## config.mk

```make
export PLATFORM = sky130hd
export DESIGN_NAME = store_arbiter_flat
export DESIGN_NICKNAME = d
export VERILOG_FILES = /design/src/rtl/store_arbiter_if.sv /design/src/rtl/store_arbiter.sv /design/src/flat_wrapper.sv
export SDC_FILE = /design/constraint.sdc
export NUM_CORES = 1
export LEC_CHECK = 0
export BUFFER_PORTS_ARGS = -buffer_cell sky130_fd_sc_hd__buf_2
export CORE_ASPECT_RATIO = 2
export CORE_MARGIN = 4
export CORE_UTILIZATION = 25
export CTS_CLUSTER_DIAMETER = 30
export DETAILED_ROUTE_END_ITERATION = 7
export PLACE_DENSITY_LB_ADDON = 0.12
export SLEW_MARGIN = 5
export SYNTH_ARGS = -nofsm -noshare
export SYNTH_HDL_FRONTEND = slang
export SYNTH_SLANG_ARGS = --single-unit
```

## constraint.sdc

```tcl
create_clock -name clk -period 3.2 [get_ports clk]
set_clock_uncertainty 0.1 [all_clocks]
set_input_delay 0.16 -clock clk [delete_from_list [all_inputs] [get_ports clk]]
set_output_delay 0.16 -clock clk [all_outputs]
set_load 0.01 [all_outputs]
```

## src/rtl/store_arbiter_if.sv

```systemverilog
`timescale 1ns/1ps
// store_arbiter_if
// Bundles the three requester ports (CPU, manual loader, display scanner)
// and the asynchronous Store Lines RAM pins into one interface.
//   slave  : arbiter view (takes requests, drives acks and store strobes)
//   master : requester / store-model view (drives requests and store Q)
interface store_arbiter_if;
  // CPU port
  logic        cpu_req;
  logic        cpu_we;
  logic [4:0]  cpu_addr;
  logic [31:0] cpu_wdata;
  logic        cpu_ack;
  logic [31:0] cpu_rdata;
  // manual loader port (write only)
  logic        ld_req;
  logic [4:0]  ld_addr;
  logic [31:0] ld_wdata;
  logic        ld_ack;
  // display refresh scanner
  logic        disp_en;
  logic        disp_valid;
  logic [4:0]  disp_line;
  logic [31:0] disp_data;
  // store pins
  logic [4:0]  store_a;
  logic [31:0] store_d;
  logic [31:0] store_q;
  logic        store_cs_n;
  logic        store_we_n;
  logic        store_oe_n;

  modport slave (
    input  cpu_req, cpu_we, cpu_addr, cpu_wdata,
    output cpu_ack, cpu_rdata,
    input  ld_req, ld_addr, ld_wdata,
    output ld_ack,
    input  disp_en,
    output disp_valid, disp_line, disp_data,
    output store_a, store_d, store_cs_n, store_we_n, store_oe_n,
    input  store_q
  );

  modport master (
    output cpu_req, cpu_we, cpu_addr, cpu_wdata,
    input  cpu_ack, cpu_rdata,
    output ld_req, ld_addr, ld_wdata,
    input  ld_ack,
    output disp_en,
    input  disp_valid, disp_line, disp_data,
    input  store_a, store_d, store_cs_n, store_we_n, store_oe_n,
    output store_q
  );
endinterface

```

## src/rtl/store_arbiter.sv

```systemverilog
`timescale 1ns/1ps
// store_arbiter
// Arbitrates one transaction at a time between the CPU (read/write), the
// manual loader (write) and the display refresh scanner (read, auto-
// incrementing line pointer) onto the 32 x 32-bit asynchronous Store Lines
// RAM, sequencing CS_n/WE_n/OE_n with programmable setup/pulse/hold lengths.
//
// Ports:
//   clk      system clock
//   reset_n  asynchronous active-low reset
//   bus      store_arbiter_if.slave (requester handshakes + store pins)
//
// state | meaning
// IDLE  | strobes high; arbitrate and latch winner's address/data
// SETUP | CS_n low, address/data settling before the strobe
// WRITE | CS_n and WE_n low
// READ  | CS_n and OE_n low; Q captured on last cycle
// HOLD  | CS_n low, strobes released; ack/disp_valid on last cycle
module store_arbiter #(
  parameter int SETUP_CYCLES = 1,
  parameter int WRITE_CYCLES = 6,
  parameter int READ_CYCLES  = 6,
  parameter int HOLD_CYCLES  = 1,
  parameter int MAX_STARVE   = 4
) (
  input logic            clk,
  input logic            reset_n,
  store_arbiter_if.slave bus
);

  localparam int MAX_WR    = (WRITE_CYCLES > READ_CYCLES) ? WRITE_CYCLES : READ_CYCLES;
  localparam int MAX_SH    = (SETUP_CYCLES > HOLD_CYCLES) ? SETUP_CYCLES : HOLD_CYCLES;
  localparam int MAX_PHASE = (MAX_WR > MAX_SH) ? MAX_WR : MAX_SH;
  localparam int CNT_W     = (MAX_PHASE > 1) ? $clog2(MAX_PHASE) : 1;
  localparam int STV_W     = $clog2(MAX_STARVE + 1);

  typedef enum logic [2:0] {
    ST_IDLE, ST_SETUP, ST_WRITE, ST_READ, ST_HOLD
  } state_t;

  typedef enum logic [1:0] {
    OWN_CPU, OWN_LD, OWN_DISP
  } owner_t;

  state_t           state_q, state_d;
  owner_t           owner_q, owner_d;
  logic [CNT_W-1:0] cnt_q, cnt_d;
  logic             wr_q, wr_d;
  logic [4:0]       store_a_q, store_a_d;
  logic [31:0]      store_d_q, store_d_d;
  logic             cs_n_q, cs_n_d;
  logic             we_n_q, we_n_d;
  logic             oe_n_q, oe_n_d;
  logic             cpu_ack_q, cpu_ack_d;
  logic             ld_ack_q, ld_ack_d;
  logic             disp_valid_q, disp_valid_d;
  logic [31:0]      cpu_rdata_q, cpu_rdata_d;
  logic [31:0]      disp_data_q, disp_data_d;
  logic [4:0]       disp_line_q, disp_line_d;
  logic [4:0]       ptr_q, ptr_d;
  logic [STV_W-1:0] starve_q, starve_d;

  logic last_cnt;
  logic disp_win;

  always_comb begin
    state_d      = state_q;
    owner_d      = owner_q;
    cnt_d        = cnt_q;
    wr_d         = wr_q;
    store_a_d    = store_a_q;
    store_d_d    = store_d_q;
    cpu_rdata_d  = cpu_rdata_q;
    disp_data_d  = disp_data_q;
    disp_line_d  = disp_line_q;
    ptr_d        = ptr_q;
    starve_d     = starve_q;
    cpu_ack_d    = 1'b0;
    ld_ack_d     = 1'b0;
    disp_valid_d = 1'b0;

    last_cnt = (cnt_q == '0);
    // Display wins when nobody else asks, or when it has been passed over
    // MAX_STARVE times in a row.
    disp_win = bus.disp_en &&
               ((starve_q == STV_W'(MAX_STARVE)) || !(bus.cpu_req || bus.ld_req));

    case (state_q)
      ST_IDLE: begin
        if (bus.cpu_req || bus.ld_req || bus.disp_en) begin
          state_d = ST_SETUP;
          cnt_d   = CNT_W'(SETUP_CYCLES - 1);
          if (disp_win) begin
            owner_d   = OWN_DISP;
            wr_d      = 1'b0;
            store_a_d = ptr_q;
            starve_d  = '0;
          end else begin
            if (bus.cpu_req) begin
              owner_d   = OWN_CPU;
              wr_d      = bus.cpu_we;
              store_a_d = bus.cpu_addr;
              store_d_d = bus.cpu_wdata;
            end else begin
              owner_d   = OWN_LD;
              wr_d      = 1'b1;
              store_a_d = bus.ld_addr;
              store_d_d = bus.ld_wdata;
            end
            if (starve_q != STV_W'(MAX_STARVE)) begin
              starve_d = starve_q + 1'b1;
            end
          end
        end
      end
      ST_SETUP: begin
        if (last_cnt) begin
          state_d = wr_q ? ST_WRITE : ST_READ;
          cnt_d   = wr_q ? CNT_W'(WRITE_CYCLES - 1) : CNT_W'(READ_CYCLES - 1);
        end else begin
          cnt_d = cnt_q - 1'b1;
        end
      end
      ST_WRITE: begin
        if (last_cnt) begin
          state_d = ST_HOLD;
          cnt_d   = CNT_W'(HOLD_CYCLES - 1);
        end else begin
          cnt_d = cnt_q - 1'b1;
        end
      end
      ST_READ: begin
        if (last_cnt) begin
          state_d = ST_HOLD;
          cnt_d   = CNT_W'(HOLD_CYCLES - 1);
          if (owner_q == OWN_CPU) begin
            cpu_rdata_d = bus.store_q;
          end else if (owner_q == OWN_DISP) begin
            disp_data_d = bus.store_q;
          end
        end else begin
          cnt_d = cnt_q - 1'b1;
        end
      end
      ST_HOLD: begin
        if (last_cnt) begin
          state_d = ST_IDLE;
        end else begin
          cnt_d = cnt_q - 1'b1;
        end
      end
      default: begin
        state_d = ST_IDLE;
      end
    endcase

    // A disabled display is not pending, so nothing is being starved.
    if (!bus.disp_en) begin
      starve_d = '0;
    end

    // Strobes and completion pulses are registered from the next state so
    // they line up exactly with the state they describe.
    cs_n_d = (state_d == ST_IDLE);
    we_n_d = (state_d != ST_WRITE);
    oe_n_d = (state_d != ST_READ);

    if ((state_d == ST_HOLD) && (cnt_d == '0) &&
        !((state_q == ST_HOLD) && (cnt_q == '0))) begin
      case (owner_d)
        OWN_CPU: cpu_ack_d = 1'b1;
        OWN_LD:  ld_ack_d  = 1'b1;
        default: begin
          disp_valid_d = 1'b1;
          disp_line_d  = ptr_q;
          ptr_d        = ptr_q + 5'd1;
        end
      endcase
    end
  end

  always_ff @(posedge clk or negedge reset_n) begin
    if (!reset_n) begin
      state_q      <= ST_IDLE;
      owner_q      <= OWN_CPU;
      cnt_q        <= '0;
      wr_q         <= 1'b0;
      store_a_q    <= '0;
      store_d_q    <= '0;
      cs_n_q       <= 1'b1;
      we_n_q       <= 1'b1;
      oe_n_q       <= 1'b1;
      cpu_ack_q    <= 1'b0;
      ld_ack_q     <= 1'b0;
      disp_valid_q <= 1'b0;
      cpu_rdata_q  <= '0;
      disp_data_q  <= '0;
      disp_line_q  <= '0;
      ptr_q        <= '0;
      starve_q     <= '0;
    end else begin
      state_q      <= state_d;
      owner_q      <= owner_d;
      cnt_q        <= cnt_d;
      wr_q         <= wr_d;
      store_a_q    <= store_a_d;
      store_d_q    <= store_d_d;
      cs_n_q       <= cs_n_d;
      we_n_q       <= we_n_d;
      oe_n_q       <= oe_n_d;
      cpu_ack_q    <= cpu_ack_d;
      ld_ack_q     <= ld_ack_d;
      disp_valid_q <= disp_valid_d;
      cpu_rdata_q  <= cpu_rdata_d;
      disp_data_q  <= disp_data_d;
      disp_line_q  <= disp_line_d;
      ptr_q        <= ptr_d;
      starve_q     <= starve_d;
    end
  end

  assign bus.store_a    = store_a_q;
  assign bus.store_d    = store_d_q;
  assign bus.store_cs_n = cs_n_q;
  assign bus.store_we_n = we_n_q;
  assign bus.store_oe_n = oe_n_q;
  assign bus.cpu_ack    = cpu_ack_q;
  assign bus.cpu_rdata  = cpu_rdata_q;
  assign bus.ld_ack     = ld_ack_q;
  assign bus.disp_valid = disp_valid_q;
  assign bus.disp_line  = disp_line_q;
  assign bus.disp_data  = disp_data_q;

endmodule
```

## src/flat_wrapper.sv

```systemverilog
// flat-port wrapper written by rule: the top's interface ports become plain ports
module store_arbiter_flat 
#(
  parameter int SETUP_CYCLES = 1,
  parameter int WRITE_CYCLES = 6,
  parameter int READ_CYCLES  = 6,
  parameter int HOLD_CYCLES  = 1,
  parameter int MAX_STARVE   = 4
)
  (clk, reset_n, bus_cpu_req, bus_cpu_we, bus_cpu_addr, bus_cpu_wdata, bus_cpu_ack, bus_cpu_rdata, bus_ld_req, bus_ld_addr, bus_ld_wdata, bus_ld_ack, bus_disp_en, bus_disp_valid, bus_disp_line, bus_disp_data, bus_store_a, bus_store_d, bus_store_cs_n, bus_store_we_n, bus_store_oe_n, bus_store_q);
  store_arbiter_if bus_i ();
  input logic clk;
  input logic reset_n;
  input wire logic [$bits(bus_i.cpu_req)-1:0] bus_cpu_req;
  input wire logic [$bits(bus_i.cpu_we)-1:0] bus_cpu_we;
  input wire logic [$bits(bus_i.cpu_addr)-1:0] bus_cpu_addr;
  input wire logic [$bits(bus_i.cpu_wdata)-1:0] bus_cpu_wdata;
  output wire logic [$bits(bus_i.cpu_ack)-1:0] bus_cpu_ack;
  output wire logic [$bits(bus_i.cpu_rdata)-1:0] bus_cpu_rdata;
  input wire logic [$bits(bus_i.ld_req)-1:0] bus_ld_req;
  input wire logic [$bits(bus_i.ld_addr)-1:0] bus_ld_addr;
  input wire logic [$bits(bus_i.ld_wdata)-1:0] bus_ld_wdata;
  output wire logic [$bits(bus_i.ld_ack)-1:0] bus_ld_ack;
  input wire logic [$bits(bus_i.disp_en)-1:0] bus_disp_en;
  output wire logic [$bits(bus_i.disp_valid)-1:0] bus_disp_valid;
  output wire logic [$bits(bus_i.disp_line)-1:0] bus_disp_line;
  output wire logic [$bits(bus_i.disp_data)-1:0] bus_disp_data;
  output wire logic [$bits(bus_i.store_a)-1:0] bus_store_a;
  output wire logic [$bits(bus_i.store_d)-1:0] bus_store_d;
  output wire logic [$bits(bus_i.store_cs_n)-1:0] bus_store_cs_n;
  output wire logic [$bits(bus_i.store_we_n)-1:0] bus_store_we_n;
  output wire logic [$bits(bus_i.store_oe_n)-1:0] bus_store_oe_n;
  input wire logic [$bits(bus_i.store_q)-1:0] bus_store_q;
  assign bus_i.cpu_req = bus_cpu_req;
  assign bus_i.cpu_we = bus_cpu_we;
  assign bus_i.cpu_addr = bus_cpu_addr;
  assign bus_i.cpu_wdata = bus_cpu_wdata;
  assign bus_cpu_ack = bus_i.cpu_ack;
  assign bus_cpu_rdata = bus_i.cpu_rdata;
  assign bus_i.ld_req = bus_ld_req;
  assign bus_i.ld_addr = bus_ld_addr;
  assign bus_i.ld_wdata = bus_ld_wdata;
  assign bus_ld_ack = bus_i.ld_ack;
  assign bus_i.disp_en = bus_disp_en;
  assign bus_disp_valid = bus_i.disp_valid;
  assign bus_disp_line = bus_i.disp_line;
  assign bus_disp_data = bus_i.disp_data;
  assign bus_store_a = bus_i.store_a;
  assign bus_store_d = bus_i.store_d;
  assign bus_store_cs_n = bus_i.store_cs_n;
  assign bus_store_we_n = bus_i.store_we_n;
  assign bus_store_oe_n = bus_i.store_oe_n;
  assign bus_i.store_q = bus_store_q;
  store_arbiter #(.SETUP_CYCLES(SETUP_CYCLES), .WRITE_CYCLES(WRITE_CYCLES), .READ_CYCLES(READ_CYCLES), .HOLD_CYCLES(HOLD_CYCLES), .MAX_STARVE(MAX_STARVE)) u_core (.clk(clk), .reset_n(reset_n), .bus(bus_i));
endmodule
```

# Word level (Yosys, flattened, before mapping)

Cells that the tools add are included.

Bits in registers: 129
Bits of input ports: 112
Output and inout bits: 112
Logic and storage cells: 91

Add/subtract/negate cells: 3
Equal/unequal tests: 14
Multiplexer cells: 31
Bitwise logic cells: 3
Reductions and logical operators: 23

Operators by type and width:

| operator                                            | number |
|---|---|
| two-way mux 3 bit                                   | 13 |
| two-way mux 32 bit                                  | 1 |
| one-hot mux 3 bit (4 select lines)                  | 2 |
| logical NOT 3 bit                                   | 4 |
| two-way mux 1 bit                                   | 10 |
| two-way mux 5 bit                                   | 2 |
| equality test 3 bit, second input constant          | 3 |
| AND reduction 3 bit                                 | 3 |
| equality test 3 x 2 -> 1 bit, second input constant | 2 |
| two-way mux 2 bit                                   | 3 |
| != test 3 x 2 -> 1 bit, second input constant       | 2 |
| adder 5 x 1 -> 5 bit, second input constant         | 1 |
| logical AND 1 bit                                   | 4 |
| logical NOT 2 bit                                   | 2 |
| != test 2 x 1 -> 1 bit, second input constant       | 2 |
| AND reduction 2 bit                                 | 2 |
| AND reduction 4 bit                                 | 1 |
| OR reduction 2 bit                                  | 2 |
| adder 3 x 1 -> 3 bit, second input constant         | 1 |
| equality test 3 x 1 -> 1 bit, second input constant | 1 |
| logical OR 1 bit                                    | 3 |
| != test 3 x 1 -> 1 bit, second input constant       | 1 |
| != test 3 bit, second input constant                | 1 |
| NOT 1 bit                                           | 3 |
| 4 further kinds                                     | 5 |

# Longest topological paths before layout

Depth in word-level cells: 11
Gate-level depth with buffers: 12
Depth with buffers taken out: 11

# Worst setup path before layout

Ideal clock, no wire load.

Path kind: register -> register
Start point: reg u_core.cnt_q[0]
End point: reg u_core.disp_line_q[0], in the netlist u_core.bus.disp_line[0]
Library setup time: 125 ps
Arrival: 2267 ps
Data required time: 2975 ps
Slack: 708 ps
Cell stages (with the launch flop): 12
Path buffers: 1
Clock period less this slack: 2492 ps
Path through: dfrtp_1 inv_1 ha_1 nor2b_4 inv_2 ha_1 or3b_1 a21oi_1 nor3b_2 nand4b_2 buf_6 mux2_4

Word-level cells in the longest chain between the ends: 7
Elaborated cells between the ends (all ways): 18
Classes of those cells: add/sub (1); eq/ne (1); mux (9); reduce/logical (7)

RTL lines:

| item                                                           | line                 | text |
|---|---|---|
| from (decl)                                                    | store_arbiter.sv:47  | `logic [CNT_W-1:0] cnt_q, cnt_d;` |
| from (signal assigned)                                         | store_arbiter.sv:204 | `cnt_q <= cnt_d;` |
| subtractor 3 x 1 -> 3 bit or logical NOT 3 bit (tied branches) | -                    |  |
| two-way mux 3 bit (on tied branches)                           | -                    |  |
| one-hot mux 3 bit (4 select lines)                             | store_arbiter.sv:88  | `case (state_q)` |
| logical NOT 3 bit or equality test 3 bit (tied branches)       | store_arbiter.sv:168 | `if ((state_d == ST_HOLD) && (cnt_d == '0) &&` |
| logical AND 1 bit                                              | store_arbiter.sv:168 |  |
| logical AND 1 bit *                                            | store_arbiter.sv:168 |  |
| AND reduction 2 bit (no source line) *                         | -                    |  |
| to (signal assigned)                                           | store_arbiter.sv:216 | `disp_line_q <= disp_line_d;` |
| to (decl)                                                      | store_arbiter.sv:59  | `logic [4:0] disp_line_q, disp_line_d;` |

Mark *: on every way between the ends. The rest lies on a longest branch, timed or not.
A chain may end at the register's enable or synchronous reset.

# Final worst setup path

Start point: reg u_core.cnt_q[0]
End point: reg u_core.disp_line_q[4], in the netlist u_core.bus.disp_line[4]

The elaborated chain is that of the path after synthesis.

==> results.toml <==
[worst_setup_path]
regToRegSetupSlack_ps = 370
start_kind = "register"
path_max_fanout = 11
reg2reg_from = "u_core.cnt_q[0]"
rr_worst_depth = 10
r2r-end = "u_core.bus.disp_line[4]"
worstSetupEndpointType = "register"
worst_ep_required_time_ps = 3400
cp-startpoint = "u_core.cnt_q[0]"
critPathArrivalTime_ps = 3030
path_class = "reg -> reg"

[timing]
slew-limit-headroom_pct = 49.57
period_minus_slack_ps = 2829
tightest_slew_ps = 756.5
fin_tns_setup_ps = 0
setup-violations-final = 0
drv_slew = 0
fin_crit_sh_pct = 88.40
worst_slack_ps = 371.1
finalHoldViolCount = 0
rsz0062_at_grt = "no"
max_freq_mhz = 353.5

[synthesis]
synthCells = 435
ys_types = 50
synth_edf_count = 0
yosysWarningCount = 0
yosys_register_bits = 129
ys_seq_area_share_pct = 58.06
syn-mean-instance-area_sq_um = 12.80
synthesis.area_sq_um = 5567
synth-async-reset-ratio_pct = 100.0
syn-num-nets = 554
synth_ff_type = "dfrtp_1"

[power_and_ir_drop]
leakage_nw = 4.181
ir_drop_mv = 0.4966
p_per_area_nw_per_um2 = 867.7

[floorplanning]
row_count = 77
start_util_pct = 25.23
dieArea_sq_um = 24860
die_h_um = 219.0
ioPinCount = 224
coreArea_sq_um = 22060
die_x_um = 113.5

[detailed_routing]
wl_um = 15450
vias_per_cell = 4.372
ant_nets = 0
drtPass1Iterations = 4
routedWlPerCell_um = 14.76
route.detailed.drc = 0
via_count = 4577
drt_iter0_markers = 169

[global_route]
grt_usage_pct = 12.87
grt-ovfl-total = 0
grt_pass1_wl_um = 24840
antenna_found_initial = 0
grt_max_degree = 66
grt_pass1_vias = 4940

[final_layout]
final_common_cell = "buf_2"
layout_common_cells = "222 x buf_2, 126 x dfrtp_1, 99 x dlygate4sd3_1, 59 x mux2_2, 38 x nor2_1"
nets = 877
design_area_sq_um = 8598
antennaDiodeCount = 0
fill_cells = 2174
area_growth_pct = 54.46
drive_above_1_share_pct = 44.75

[place]
port_buffers = 223
gp_congestion = 0.6989
place_area_sq_um = 6979
post-place-ws_ps = 386.5
dp_hpwl_um = 11250

[hold_path]
hold_depth = 5
whs_endpoint = "u_core.bus.store_a[0]"
hp-start = "bus_ld_addr[0]"
hold_path.class = "in -> reg"

[clock_network]
clk_latency_ps = 420
post_cts_buffers = 0
h-tree-depth = 4
cts_root_buf = "clkbuf_16"
cts_tree = "done"
clk_pin_slew_ps = 60
cts_num_sinks = 129
cts_buffers = 17
post_cts_resize_count = 0
clk_path_buf_depth = 2

[run]
max_cap_violations = 0

[status]
outcome = "finished clean"
[sequential cells by signal (all words and copies together) (netlist names)]
register and count:
u_core.bus.cpu_ack 1, u_core.bus.cpu_rdata 32, u_core.bus.disp_data 32, u_core.bus.disp_line 5, u_core.bus.disp_valid 1, u_core.bus.ld_ack 1, u_core.bus.store_a 5, u_core.bus.store_cs_n 1
u_core.bus.store_d 32, u_core.bus.store_oe_n 1, u_core.bus.store_we_n 1, u_core.cnt_q 3, u_core.owner_q 2, u_core.ptr_q 5, u_core.starve_q 3, u_core.state_q 3
u_core.wr_q 1
[final cells by class]
cell class | count | area (sq um) | area share, %
Sequential cell | 129 | 3232 | 37.59
Timing Repair Buffer | 329 | 2187 | 25.44
Multi-Input combinational cell | 273 | 2176 | 25.31
Clock buffer | 19 | 452.9 | 5.268
Tap cell | 276 | 345.3 | 4.016
Clock inverter | 13 | 175.2 | 2.037
Inverter | 8 | 30.03 | 0.3492
[stage by stage]
step | utilization, % | hold WS, ps | std cells | power, W
final | 38.97 | 86.81 | 1047 | 0.007460
after CTS | 38.97 | 63.50 | 1047 | 0.007606
after global routing | 38.97 | 101.4 | 1047 | 0.008009
after floorplan | - | -235.6 | 435 | 0.004257
after detailed placement | 31.63 | 192.5 | 916 | 0.005404
after global placement | 31.63 | 185.5 | 916 | 0.005321
[critical path, stage by stage, from the launching register on]
cell      delay (ps)
dfrtp_1          400
inv_1            120
ha_1             200
nor2b_4          200
inv_2            100
ha_1             210
or3b_1           340
a21oi_1          220
nor3b_2           90
nand4b_2         350
mux2_2           380
[how the worst max path moves through the flow]
stage                                    to  slack (ps)  depth (start not counted)
detailed placement  u_core.bus.disp_line[4]         390                         10
finish              u_core.bus.disp_line[4]         370                         10
global placement    u_core.bus.disp_line[4]         490                         10
CTS                 u_core.bus.disp_line[4]         380                         10
floorplan           u_core.bus.disp_line[0]         710                         11
global route        u_core.bus.disp_line[4]         220                         10
[power breakdown]
group	switching, W	internal [W]
logic	0.00135	0.00128
registers	0.000418	0.00237
clock network	0.000763	0.00128
[kinds of logic (layout without fill, tap and decap cells)]
kind of cell | count (synthesis) | count (layout) | share of synthesized area, %
xor+xnor | 4 | 4 | 0.6295
mux | 107 | 107 | 21.15
fa+ha+maj | 7 | 7 | 1.573
compound gates | 68 | 68 | 7.103
buf+inv | 33 | 369 | 3.326
flops | 129 | 129 | 58.06
simple gates | 87 | 87 | 8.159
[repair_timing]
| action | in CTS | in global routing |
|---|---|---|
| endpoints found under the hold margin | 152 | 0 |
| hold buffers | 99 | 0 |
| setup endpoints to repair | 0 | 0 |
[layer usage]
| metal | vias to the layer above | global-route usage, % | wire length (um) |
|---|---|---|---|
| li1 | 2174 | - | - |
| met1 | 2204 | 13.63 | 5791 |
| met2 | 181 | 23.14 | 8197 |
| met3 | 18 | 3.670 | 1130 |
| met4 | 0 | 6.017 | 334 |
| met5 | - | 0 | 0 |
[synthesized netlist by cell type (all sizes together) (2+ instances only)]
cell type  instances  area share, %
a21oi             38            3.4
a31o               2           0.31
buf               19            2.4
clkbuf             6           0.40
dfrtp            126             57
dfstp              3            1.4
ha                 7            1.6
inv                8           0.54
mux2              70             14
mux2i             37            6.7
nand2             19            1.3
nand3              4           0.36
nand4b             2           0.43
nor2              42            3.0
nor2b              4           0.58
nor3               3           0.27
o21ai             19            1.7
o2bb2ai            2           0.65
or3                2           0.31
or4b               2           0.36
xor2               3           0.47
Power figures use the tool's default switching activity.
